===== config.mk =====
export PLATFORM = sky130hd
export DESIGN_NAME = vga_sync_generator
export DESIGN_NICKNAME = d
export VERILOG_FILES = /design/src/rtl/vga_sync_generator.sv
export SDC_FILE = /design/constraint.sdc
export NUM_CORES = 1
export LEC_CHECK = 0
export BUFFER_PORTS_ARGS = -buffer_cell sky130_fd_sc_hd__buf_2
export CAP_MARGIN = 40
export CORE_MARGIN = 10
export CORE_UTILIZATION = 53
export CTS_CLUSTER_DIAMETER = 40
export DETAILED_ROUTE_END_ITERATION = 16
export PLACE_DENSITY = 0.9
export SYNTH_ARGS = -nofsm -noshare
export SYNTH_HDL_FRONTEND = slang
export SYNTH_SLANG_ARGS = --single-unit

===== constraint.sdc =====
create_clock -name clock_in -period 4.16 [get_ports clock_in]
set_clock_uncertainty 0.1 [all_clocks]
set_input_delay 0.416 -clock clock_in [delete_from_list [all_inputs] [get_ports clock_in]]
set_output_delay 0.416 -clock clock_in [all_outputs]
set_load 0.1 [all_outputs]

===== src/rtl/vga_sync_generator.sv =====
// VGA raster timing with a pixel-tick divider and a one-tick output register for colour and sync.
// Optional feature: define VGA_FRAME_COUNT_EN to add the 16-bit frame_count_out port.
module vga_sync_generator #(
  parameter int WIDTH_BITS    = 10,
  parameter int HEIGHT_BITS   = 10,
  parameter int CLOCK_DIVIDER = 2,
  parameter int H_DISPLAY     = 640,
  parameter int H_FRONT       = 16,
  parameter int H_SYNC        = 96,
  parameter int H_BACK        = 48,
  parameter int V_DISPLAY     = 480,
  parameter int V_FRONT       = 10,
  parameter int V_SYNC        = 2,
  parameter int V_BACK        = 33
) (
`ifdef VGA_FRAME_COUNT_EN
  output logic [15:0]            frame_count_out,
`endif
  input  logic                   clock_in,
  input  logic                   reset_in,
  input  logic [3:0]             pixel_red_in,
  input  logic [3:0]             pixel_green_in,
  input  logic [3:0]             pixel_blue_in,
  output logic [WIDTH_BITS-1:0]  pixel_x_out,
  output logic [HEIGHT_BITS-1:0] pixel_y_out,
  output logic                   pixel_tick_out,
  output logic                   video_on_out,
  output logic                   frame_start_out,
  output logic                   h_sync_out,
  output logic                   v_sync_out,
  output logic [3:0]             vga_red_out,
  output logic [3:0]             vga_green_out,
  output logic [3:0]             vga_blue_out
);

  localparam int H_TOTAL = H_DISPLAY + H_FRONT + H_SYNC + H_BACK;
  localparam int V_TOTAL = V_DISPLAY + V_FRONT + V_SYNC + V_BACK;
  localparam int DIV_W   = (CLOCK_DIVIDER > 1) ? $clog2(CLOCK_DIVIDER) : 1;

  localparam logic [DIV_W-1:0]       DIV_LAST = DIV_W'(CLOCK_DIVIDER - 1);
  localparam logic [WIDTH_BITS-1:0]  X_LAST   = WIDTH_BITS'(H_TOTAL - 1);
  localparam logic [WIDTH_BITS-1:0]  X_VIS    = WIDTH_BITS'(H_DISPLAY);
  localparam logic [WIDTH_BITS-1:0]  HS_FIRST = WIDTH_BITS'(H_DISPLAY + H_FRONT);
  localparam logic [WIDTH_BITS-1:0]  HS_LAST  = WIDTH_BITS'(H_DISPLAY + H_FRONT + H_SYNC - 1);
  localparam logic [HEIGHT_BITS-1:0] Y_LAST   = HEIGHT_BITS'(V_TOTAL - 1);
  localparam logic [HEIGHT_BITS-1:0] Y_VIS    = HEIGHT_BITS'(V_DISPLAY);
  localparam logic [HEIGHT_BITS-1:0] VS_FIRST = HEIGHT_BITS'(V_DISPLAY + V_FRONT);
  localparam logic [HEIGHT_BITS-1:0] VS_LAST  = HEIGHT_BITS'(V_DISPLAY + V_FRONT + V_SYNC - 1);

  function automatic logic [3:0] blank(input logic [3:0] colour, input logic on);
    return on ? colour : 4'h0;
  endfunction

  logic [DIV_W-1:0]       div_p0;
  logic [WIDTH_BITS-1:0]  x_p0;
  logic [HEIGHT_BITS-1:0] y_p0;
  logic                   vld_p0;
  logic                   x_last_p0;
  logic                   y_last_p0;
  logic                   video_on_p0;
  logic                   hs_n_p0;
  logic                   vs_n_p0;

  // Stage p0: divider and raster counters; vld_p0 is the pixel tick
  assign vld_p0      = (div_p0 == DIV_LAST);
  assign x_last_p0   = (x_p0 == X_LAST);
  assign y_last_p0   = (y_p0 == Y_LAST);
  assign video_on_p0 = (x_p0 < X_VIS) && (y_p0 < Y_VIS);
  assign hs_n_p0     = !((x_p0 >= HS_FIRST) && (x_p0 <= HS_LAST));
  assign vs_n_p0     = !((y_p0 >= VS_FIRST) && (y_p0 <= VS_LAST));

  always_ff @(posedge clock_in) begin
    if (reset_in) begin
      div_p0 <= '0;
      x_p0   <= '0;
      y_p0   <= '0;
    end else begin
      if (vld_p0) div_p0 <= '0;
      else        div_p0 <= div_p0 + 1'b1;
      if (vld_p0) begin
        if (x_last_p0) begin
          x_p0 <= '0;
          if (y_last_p0) y_p0 <= '0;
          else           y_p0 <= y_p0 + 1'b1;
        end else begin
          x_p0 <= x_p0 + 1'b1;
        end
      end
    end
  end

  // Stage p1: connector register, loaded once per tick so colour and sync stay aligned
  logic       hs_n_p1;
  logic       vs_n_p1;
  logic [3:0] red_p1;
  logic [3:0] green_p1;
  logic [3:0] blue_p1;

  always_ff @(posedge clock_in) begin
    if (reset_in) begin
      hs_n_p1  <= 1'b1;
      vs_n_p1  <= 1'b1;
      red_p1   <= 4'h0;
      green_p1 <= 4'h0;
      blue_p1  <= 4'h0;
    end else if (vld_p0) begin
      hs_n_p1  <= hs_n_p0;
      vs_n_p1  <= vs_n_p0;
      red_p1   <= blank(pixel_red_in, video_on_p0);
      green_p1 <= blank(pixel_green_in, video_on_p0);
      blue_p1  <= blank(pixel_blue_in, video_on_p0);
    end
  end

`ifdef VGA_FRAME_COUNT_EN
  logic [15:0] frame_count_p1;

  always_ff @(posedge clock_in) begin
    if (reset_in)                             frame_count_p1 <= 16'h0;
    else if (vld_p0 && x_last_p0 && y_last_p0) frame_count_p1 <= frame_count_p1 + 16'h1;
  end

  assign frame_count_out = frame_count_p1;
`endif

  assign pixel_x_out     = x_p0;
  assign pixel_y_out     = y_p0;
  assign pixel_tick_out  = vld_p0;
  assign video_on_out    = video_on_p0;
  assign frame_start_out = vld_p0 && x_last_p0 && y_last_p0;
  assign h_sync_out      = hs_n_p1;
  assign v_sync_out      = vs_n_p1;
  assign vga_red_out     = red_p1;
  assign vga_green_out   = green_p1;
  assign vga_blue_out    = blue_p1;

endmodule


Yosys cells after proc, flatten, opt, wreduce, memory -nomap -nowiden
Index checks and enable logic that the tools add are counted.
{ "word_totals": {"reg_bits": 35, "word_cells": 33, "input_bits": 14, "out_inout_bits": 37} }
{ "op_classes": {"add_sub_neg": 3, "n_lt_le_gt_ge": 6, "n_reduce_logical": 9, "n_eq_ne": 2, "mux": 5} }
{ "ops": {"columns": ["operator", "n"], "rows": [
  ["adder 10 x 1 -> 10 bit, second input constant", 2],
  ["== test 10 bit, second input constant", 2],
  ["two-way mux 10 bit", 2],
  ["two-way mux 4 bit", 3],
  ["greater-or-equal comparator 10 bit, second input constant", 1],
  ["greater-or-equal comparator 10 x 9 -> 1 bit, second input constant", 1],
  ["less-or-equal comparator 10 bit, second input constant", 1],
  ["less-or-equal comparator 10 x 9 -> 1 bit, second input constant", 1],
  ["< comparator 10 bit, second input constant", 1],
  ["< comparator 10 x 9 -> 1 bit, second input constant", 1],
  ["logical AND 1 bit", 5],
  ["zero test 1 bit", 2],
  ["AND reduction 2 bit", 1],
  ["OR reduction 2 bit", 1],
  ["adder 1 bit, second input constant", 1]
]} }

Logic depth before layout (Yosys ltp)
{ "logic_depth": {"depth_word": 3, "mapped_depth": 6, "depth_no_buf": 6} }

Worst setup path after synthesis
OpenSTA, ideal clock, no wires.
{ "synth_timing": {"path_kind": "register to output", "from": "reg x_p0[0] (netlist: pixel_x_out[0])", "to": "out frame_start_out", "n_path_buf": 1, "slack_ns": -0.355, "t_required_ns": 3.644, "t_arrival_ns": 3.999, "path_stages_with_launch": 6, "path_cell_list": "dfxtp_1 ha_1 and3_2 nand4_4 buf_6 nor3_1"} }
{ "synth_between": {"elab_chain_len": 3} }
{ "synth_lines": {"columns": ["element", "line_no", "source"], "rows": [
  ["start: declaration", "55", "logic [WIDTH_BITS-1:0] x_p0;"],
  ["start signal: assignment", "86", "x_p0 <= x_p0 + 1'b1;"],
  ["== test 10 bit", "66", "assign x_last_p0 = (x_p0 == X_LAST);"],
  ["logical AND 1 bit (2 in a row)", "130", "assign frame_start_out = vld_p0 && x_last_p0 && y_last_p0;"],
  ["end: declaration", "28", "output logic frame_start_out,"]
]} }
No other way between the ends.

Worst setup path in the final report
{ "layout_timing": {"from": "reg y_p0[1] (netlist: pixel_y_out[1])", "to": "out frame_start_out"} }
{ "layout_between": {"elab_chain_len": 2} }
{ "layout_lines": {"columns": ["element", "line_no", "source"], "rows": [
  ["start: declaration", "56", "logic [HEIGHT_BITS-1:0] y_p0;"],
  ["start signal: assignment", "84", "else y_p0 <= y_p0 + 1'b1;"],
  ["== test 10 bit", "67", "assign y_last_p0 = (y_p0 == Y_LAST);"],
  ["logical AND 1 bit", "130", null]
]} }
No other way between the ends.

==> results.ini <==
[global_routing]
grt_max_degree=15
grt_overflow=0
grtUsageMet1_pct=15.60
antenna_found_initial=0
busiest_layer=met2
use_met2_pct=19.03
grt_pass1_vias=1298
grt_pass1_wl_um=5830
gr-usage-all-layers_pct=13.31
grt_use_met3_pct=7.979

[floorplanning]
rows=19
die_h_um=73.95
io_pins=51
dieArea_sq_um=5469
core-area_sq_um=2781
start_util_pct=55.47
die_w_um=73.95

[yosys]
ys_ff_latch=35
ys_types=33
synth_top_cell_area_share_pct=45.42
syn-cell-area_sq_um=1543
yosysTopAreaCell=dfxtp_1
netlist_top_cells_area=dfxtp_1 45%, a22o_1 6.8%, nor2_1 3.4%
avgSynthCellArea_sq_um=9.465
synth_nets=181
ys_warn_count=0
yosysSeqAreaShare_pct=45.42
synth_cells=163

[sta]
rsz0062_at_grt=no
setup_viol=0
slew_violations=0
worst_pin_slew_ps=724.2
setup_slack_ps=1505
fin_crit_sh_pct=63.83
tns_ps=0
max_slew_margin_pct=51.54
fmaxAchievable_ghz=0.3766
finalHoldViolations=0
period_minus_slack_ps=2655
hold_ws_ps=166.2

[worst_setup_path]
regToRegStartpoint=pixel_y_out[1]$_SDFFE_PP0P_
crit_chain=inv_1 > ha_1 > nand4bb_1 > or4_1 > nor3_2 > buf_2
slowest_stage=or4_1
required_ps=3640
timing.rr.end=pixel_y_out[0]$_SDFFE_PP0P_
start_kind=flop
cp_max_fo=6
critPathArrivalTime_ps=2140
crit_start=pixel_y_out[1]$_SDFFE_PP0P_
worstSetupPathType=flop to primary output
r2r_cells=6
cpLargestDelayFamily=simple AND/OR/NAND/NOR gates
crit_buf_inv=2
r2r_slack_ps=2180
end_kind=primary output
crit_path_end=frame_start_out
cp.depth=6
slowest_delay_ps=550

[placement]
dp_slack_ps=1876
portBuffers=50
dp.cells=238
place.gp.congestion=0.8299
post-dp-hpwl_um=2733
dpl-instance-area_sq_um=1795

[finish]
stdcell_area_sq_um=1853
final_cell_mix=50 x buf_2, 35 x dfxtp_1, 14 x nor2_1
nets=232
area_growth_pct=20.11
finish.utilization_pct=66.62
diodes=0
drive_gt1_share_pct=32.56
instances_no_fill=246
final_common_cell=buf_2
fillers=230

[power_and_ir_drop]
total_power_mw=0.6438
powerDensity_nw_per_um2=347.4
vdd_drop_max_mv=0.2647
power.leakage_nw=0.7839

[clock_network]
cts_resized=0
clock-root-buffer=clkbuf_4
clk_latency_ps=350
clock-sinks=35
cts_buffers=5
cts.path.max_buffers=2
path_clk_slew_ps=120
post_cts_buffers=0
tritoncts=yes
cts_max_level=2
cts_hold_buf=0

[route]
vias_per_cell=5.598
wl_per_cell_um=14.61
vias=1377
drtIter0Drc=116
drc=0
drtAntennaViolNets=0
drt_wl_total_um=3595
drtPass1Iterations=4

[hold_path]
hp-class=primary input to flop

[flow_run]
drv_cap=0

[status]
outcome=finished, final reports clean

state kept, by name, indices dropped and copies added (netlist names):
signal	flops
vga_blue_out	4
vga_green_out	4
h_sync_out	1
vga_red_out	4
v_sync_out	1
pixel_tick_out	1
pixel_x_out	10
pixel_y_out	10
worst min path at each step:
stage	start	end	slack, ps	cells past startpoint
final	pixel_red_in[2]	vga_red_out[2]$_SDFFE_PP0P_	170	2
after global routing	pixel_blue_in[3]	vga_blue_out[3]$_SDFFE_PP0P_	160	2
after CTS	pixel_red_in[2]	vga_red_out[2]$_SDFFE_PP0P_	150	2
after detailed placement	vga_red_out[3]$_SDFFE_PP0P_	vga_red_out[3]$_SDFFE_PP0P_	360	1
after global placement	vga_red_out[0]$_SDFFE_PP0P_	vga_red_out[0]$_SDFFE_PP0P_	360	1
after floorplan	pixel_blue_in[1]	vga_blue_out[1]$_SDFFE_PP0P_	440	1
synth_stat cells, drive strengths merged:
library cell	n
nor4b	2
or2	1
nand4bb	1
ha	4
nor2	14
buf	3
dfxtp	35
a22o	12
nor4	1
and4	2
o21ai	6
and2	1
nand2	12
nand3	8
clkbuf	4
or4	3
inv	7
xnor2	6
a21oi	10
a31oi	1
xor2	5
nand2b	1
nor3	8
or3	6
and3	1
o31ai	3
nand4	6
final cells by class:
class | instances | area, sq um | share of cell area [%]
multi-input combinational | 114 | 772.0 | 41.66
sequential | 35 | 700.7 | 37.81
timing repair buffer | 51 | 257.7 | 13.91
tap | 31 | 38.79 | 2.093
clock buffer | 5 | 37.54 | 2.026
inverter | 7 | 26.28 | 1.418
clock inverter | 3 | 20.02 | 1.080
per-layer routing:
metal  part of all wire (%)  vias to the layer above
li1                       -                      690
met4                    2.4                        0
met5                      0                        -
met3                     12                       10
met1                     43                      615
met2                     43                       62
where the power goes:
group / switching [mW] / total, mW / internal (mW)
sequential: 0.00827 / 0.353 / 0.344
combinational: 0.0863 / 0.106 / 0.0195
clock: 0.121 / 0.185 / 0.0645
total: 0.215 / 0.644 / 0.428
cells by family after synthesis:
logic type,synth area share [%]
AO/OA/AOI/OAI,15.00
XOR/XNOR,6.245
adder cells (fa/ha/maj),3.244
buffers and inverters,4.866
flip-flops,45.42
AND/OR/NAND/NOR,25.22
Note: power is estimated with default switching activity, not from simulation.
